**src/rtl/i2c_slave.sv**
```systemverilog
// Single-address I2C target: oversampled SCL/SDA, START/STOP detection,
// ACKed multi-byte writes and fabric-fed multi-byte reads.
module i2c_slave #(
  parameter logic [6:0] SLAVE_ADDR = 7'h50
) (
  input  logic       clk,
  input  logic       reset,
  input  logic       scl,
  input  logic       sda_in,
  output logic       sda_oe,
  input  logic [7:0] tx_data,
  output logic       tx_req,
  output logic [7:0] rx_data,
  output logic       rx_valid,
  output logic       busy
);

  typedef enum logic [2:0] {
    IDLE      = 3'd0,
    ADDR      = 3'd1,
    ADDR_ACK  = 3'd2,
    WR_DATA   = 3'd3,
    WR_ACK    = 3'd4,
    RD_DATA   = 3'd5,
    RD_ACK    = 3'd6,
    WAIT_STOP = 3'd7
  } state_t;

  state_t     state_r;
  logic [2:0] scl_sync_r;
  logic [2:0] sda_sync_r;
  logic [6:0] shift_r;
  logic [2:0] bit_cnt_r;
  logic       phase_r;
  logic       rw_r;

  logic scl_rise_s;
  logic scl_fall_s;
  logic scl_high_s;
  logic sda_bit_s;
  logic start_det_s;
  logic stop_det_s;

  // Two synchronizer stages plus a "previous" stage per bus line; idle bus reads high.
  always_ff @(posedge clk or posedge reset) begin
    if (reset) begin
      scl_sync_r <= 3'b111;
      sda_sync_r <= 3'b111;
    end else begin
      scl_sync_r <= {scl_sync_r[1:0], scl};
      sda_sync_r <= {sda_sync_r[1:0], sda_in};
    end
  end

  assign scl_rise_s  = scl_sync_r[1] & ~scl_sync_r[2];
  assign scl_fall_s  = ~scl_sync_r[1] & scl_sync_r[2];
  assign scl_high_s  = scl_sync_r[1] & scl_sync_r[2];
  assign sda_bit_s   = sda_sync_r[1];
  assign start_det_s = scl_high_s & ~sda_sync_r[1] & sda_sync_r[2];
  assign stop_det_s  = scl_high_s & sda_sync_r[1] & ~sda_sync_r[2];

  // Protocol FSM; phase_r marks the second half of an ACK slot (or a received read ACK).
  always_ff @(posedge clk or posedge reset) begin
    if (reset) begin
      state_r   <= IDLE;
      shift_r   <= 7'h00;
      bit_cnt_r <= 3'd0;
      phase_r   <= 1'b0;
      rw_r      <= 1'b0;
      sda_oe    <= 1'b0;
      tx_req    <= 1'b0;
      rx_data   <= 8'h00;
      rx_valid  <= 1'b0;
      busy      <= 1'b0;
    end else begin
      tx_req   <= 1'b0;
      rx_valid <= 1'b0;
      if (stop_det_s) begin
        state_r <= IDLE;
        busy    <= 1'b0;
        sda_oe  <= 1'b0;
        phase_r <= 1'b0;
      end else if (start_det_s) begin
        state_r   <= ADDR;
        bit_cnt_r <= 3'd0;
        busy      <= 1'b0;
        sda_oe    <= 1'b0;
        phase_r   <= 1'b0;
      end else begin
        case (state_r)
          IDLE: begin
            sda_oe <= 1'b0;
          end
          ADDR: begin
            if (scl_rise_s) begin
              shift_r   <= {shift_r[5:0], sda_bit_s};
              bit_cnt_r <= bit_cnt_r + 3'd1;
              if (bit_cnt_r == 3'd7) begin
                // General call (address 0) is never claimed.
                if ((shift_r == SLAVE_ADDR) && (SLAVE_ADDR != 7'h00)) begin
                  state_r <= ADDR_ACK;
                  busy    <= 1'b1;
                  rw_r    <= sda_bit_s;
                  phase_r <= 1'b0;
                end else begin
                  state_r <= WAIT_STOP;
                end
              end
            end
          end
          ADDR_ACK, WR_ACK: begin
            if (scl_fall_s) begin
              if (!phase_r) begin
                sda_oe  <= 1'b1;
                phase_r <= 1'b1;
              end else begin
                phase_r   <= 1'b0;
                bit_cnt_r <= 3'd0;
                if ((state_r == ADDR_ACK) && rw_r) begin
                  shift_r <= tx_data[6:0];
                  tx_req  <= 1'b1;
                  sda_oe  <= ~tx_data[7];
                  state_r <= RD_DATA;
                end else begin
                  sda_oe  <= 1'b0;
                  state_r <= WR_DATA;
                end
              end
            end
          end
          WR_DATA: begin
            if (scl_rise_s) begin
              shift_r   <= {shift_r[5:0], sda_bit_s};
              bit_cnt_r <= bit_cnt_r + 3'd1;
              if (bit_cnt_r == 3'd7) begin
                rx_data  <= {shift_r, sda_bit_s};
                rx_valid <= 1'b1;
                state_r  <= WR_ACK;
                phase_r  <= 1'b0;
              end
            end
          end
          RD_DATA: begin
            if (scl_rise_s) begin
              bit_cnt_r <= bit_cnt_r + 3'd1;
              if (bit_cnt_r == 3'd7) begin
                state_r <= RD_ACK;
                phase_r <= 1'b0;
              end
            end else if (scl_fall_s) begin
              sda_oe  <= ~shift_r[6];
              shift_r <= {shift_r[5:0], 1'b0};
            end
          end
          RD_ACK: begin
            if (scl_fall_s) begin
              if (phase_r) begin
                phase_r   <= 1'b0;
                bit_cnt_r <= 3'd0;
                shift_r   <= tx_data[6:0];
                tx_req    <= 1'b1;
                sda_oe    <= ~tx_data[7];
                state_r   <= RD_DATA;
              end else begin
                sda_oe <= 1'b0;
              end
            end else if (scl_rise_s) begin
              if (sda_bit_s) begin
                sda_oe  <= 1'b0;
                state_r <= WAIT_STOP;
              end else begin
                phase_r <= 1'b1;
              end
            end
          end
          WAIT_STOP: begin
            sda_oe <= 1'b0;
          end
          default: begin
            state_r <= IDLE;
            sda_oe  <= 1'b0;
            busy    <= 1'b0;
          end
        endcase
      end
    end
  end

endmodule

```
**config.mk**
```make
export PLATFORM = sky130hd
export DESIGN_NAME = i2c_slave
export DESIGN_NICKNAME = d
export VERILOG_FILES = /design/src/rtl/i2c_slave.sv
export SDC_FILE = /design/constraint.sdc
export NUM_CORES = 1
export LEC_CHECK = 0
export BUFFER_PORTS_ARGS = -buffer_cell sky130_fd_sc_hd__buf_2
export CORE_MARGIN = 2
export CORE_UTILIZATION = 39
export CTS_CLUSTER_DIAMETER = 200
export DETAILED_ROUTE_END_ITERATION = 16
export GPL_TIMING_DRIVEN = 0
export SKIP_LAST_GASP = 1
export SYNTH_ARGS = -nofsm -noshare
export SYNTH_HDL_FRONTEND = slang
export SYNTH_SLANG_ARGS = --single-unit
```
**constraint.sdc**
```tcl
create_clock -name clk -period 4.3 [get_ports clk]
set_clock_uncertainty 0.15 [all_clocks]
set_input_delay 0 -clock clk [delete_from_list [all_inputs] [get_ports clk]]
set_output_delay 0 -clock clk [all_outputs]
set_load 0.02 [all_outputs]
```
==> metrics.cfg <==
[placement]
dp_hpwl_mm = 2.98
gp_congestion = 0.892
placed_area_um2 = 1990
io_buffers = 23
dp_slack_ns = 1.80
dpl.cell_count = 244

[logic_synthesis]
synth-edff-count = 0
syn-num-nets = 186
yosysSeqAreaShare_pct = 45.9
syn_inst = 169
yosysWarnings = 0
ys_seq_elements = 33
synth_area_um2 = 1810
syn_avg_cell_area_um2 = 10.7
synth_cell_types = 47
async_flop_share_pct = 100
synthFlopType = dfrtp_1

[timing]
worst_slew_pin_slew_ns = 0.739
hold_viol_final = 0
holdWs_ns = 0.0138
clock.fmax_ghz = 0.405
fin_crit_ns = 2.47
fin_ws_ns = 1.83
rsz0062_at_grt = no
tns_ns = 0
final_max_slew_viol_count = 0
period_share_pct = 57.4
maxSlewHeadroom_pct = 50.5
setup_viol = 0

[critical_path]
cp_data_arrival_time_ns = 2.49
slowest_stage = a2111oi_4
crit_family = compound AO/OA/AOI/OAI gates
endpoint_kind = flop
worstPathCellList = inv_1 > ha_1 > a21oi_1 > o21ai_1 > a2111oi_4 > mux2_2
path_buf_inv = 1
path_max_fanout = 7
required_ns = 4.32
crit_type = flop to flop
critPathLaunchType = flop
max_stage_delay_ns = 0.67

[power_and_ir_drop]
p_leak_nw = 1.03
clock_power_share_pct = 17.2
p_int_mw = 0.843
powerDensity_nw_per_um2 = 618
seqPwrFrac_pct = 33.8
p_comb_share_pct = 49.1
swShare_pct = 38.1
ir_drop_mv = 0.358
netSwitchingPower_mw = 0.520
power_mw = 1.36

[cells_and_area]
diodes = 0
drive_above_1_share_pct = 34.6
fin_area_um2 = 2200
areaGrowthSynthToFinish_pct = 21.5
register_area_um2 = 833
num-fill-cells = 400
nets = 227
stdcell_count = 263
final_util_pct = 49.9
multi_input_area_um2 = 876

[die]
start_util_pct = 41.1
fp.dieH_um = 72.2
core.rowCount = 24
die-area_um2 = 5210
die_x_um = 72.2
io_pins = 24
core_um2 = 4410

[global_route]
gr-max-usage-layer = met2
grt_pass1_vias = 1468
use_met3_pct = 3.89
overflow = 0
antenna_found_initial = 0
met2_usage_pct = 29.0
grt_max_degree = 34
grt_use_met1_pct = 21.9
grt_pass1_wl_mm = 6.92
gr-usage-all-layers_pct = 17.5

[detailed_routing]
routed_via_density = 5.48
drtAntennaViolNets = 0
wire_per_inst_um = 15.8
dr.first_iter.drc_count = 84
drc = 0
vias = 1441
first_pass_iters = 4
wl_mm = 4.15

[clock_network]
clkLatencyLatePin_ns = 0.28
post_cts_buffers = 0
cts_tree = built
htree_levels = 2
cts_buffers = 5
cts.sinks = 33
clockRootBuffer = clkbuf_8
clk_pin_slew_ns = 0.06
clockBufferDepth = 2

[status]
outcome = completed

[worst_hold_path]
hold_path_class = primary input to asynchronous set/reset pin

[flow_run]
maxCapViolCount = 0

-- state kept, by name (all words and copies together) (netlist names) --
register	flops
rx_data	8
shift_r	7
bit_cnt_r	3
scl_sync_r	3
sda_sync_r	3
state_r	3
busy	1
phase_r	1
rw_r	1
rx_valid	1
sda_oe	1
tx_req	1
-- worst paths after layout --
path	from	end	slack, ns	cells after the start
setup / recovery	scl_sync_r[2]	shift_r[3]	1.83	6
hold / removal	reset	bit_cnt_r[2]	0.01	3
setup reg to reg	scl_sync_r[2]	shift_r[3]	1.83	6
hold reg to reg	scl_sync_r[0]	scl_sync_r[1]	0.21	0
max in group asynchronous	reset	scl_sync_r[0]	3.50	4
min in group clk	tx_data[7]	sda_oe	0.07	6
-- tightest hold or removal path, cell delays in order --
cell and delay (ns):
dlygate4sd3_1 0.53, buf_2 0.12, clkinv_1 0.17
-- routing by layer --
metal | wire length, um | up-vias | share of wire [%]
li1 | - | 693 | -
met1 | 1800 | 692 | 43
met2 | 1990 | 47 | 48
met3 | 267 | 9 | 6.4
met4 | 95 | 0 | 2.3
met5 | 0 | - | 0
-- placed cells by master (no fill, tap or decap), drive strengths merged, types with 2 or more instances in the layout --
cell,instances
dlygate4sd3,10
nor2,11
buf,32
ha,5
mux2i,3
and2,3
dfstp,6
nand2,14
clkbuf,9
mux2,22
a211oi,4
nand2b,2
inv,10
nor3,4
a21oi,8
dfrtp,27
o32ai,2
o31ai,2
a31oi,2
nand3,2
nor2b,2
a2111oi,2
o21ai,10
-- power groups by stage --
stage               Combinational, mW  Sequential (mW)  Clock [mW]
finish                          0.669            0.460       0.234
floorplan                       0.503            0.472           0
CTS                             0.666            0.463       0.242
global placement                0.650            0.460           0
detailed placement              0.656            0.468           0
global route                    0.734            0.475       0.260
-- Yosys cell counts (2+ instances only) --
master	instances	share of area (%)
a211oi_1	4	1.7
a21oi_1	8	2.2
a31oi_1	2	0.69
and2_1	3	1.0
buf_2	3	0.83
buf_4	3	1.2
buf_6	2	1.2
dfrtp_1	27	37
dfstp_2	6	8.7
ha_1	5	3.4
inv_1	10	2.1
mux2_2	22	14
mux2i_1	3	1.7
nand2_1	14	2.9
nand2b_1	2	0.69
nand3_1	2	0.55
nor2_1	10	2.1
nor2b_1	2	0.69
nor3_1	3	0.83
o21ai_0	8	2.2
o21ai_1	2	0.55
o31ai_1	2	0.83
o32ai_1	2	0.97
-- area by class of cell --
type | instances | area share, %
multi-input combinational | 116 | 39.7
timing repair buffer | 34 | 10.7
inverter | 11 | 1.87
tap | 52 | 2.95
clock buffer | 8 | 4.09
buffer | 9 | 2.89
sequential | 33 | 37.8
-- logic make-up after synthesis --
group,synth area share (%)
flops,45.9
fa+ha+maj,3.45
xor+xnor,0.966
buf+inv,5.79
compound gates,17.0
simple gates,11.6
mux,15.3
-- repair_timing --
action | CTS | global route
hold buffers | 10 | 0
setup endpoints to repair | 0 | 0
endpoints found under the hold margin | 36 | 0
resized for setup | 0 | 0
No activity file was read; power rests on OpenSTA's default activity.
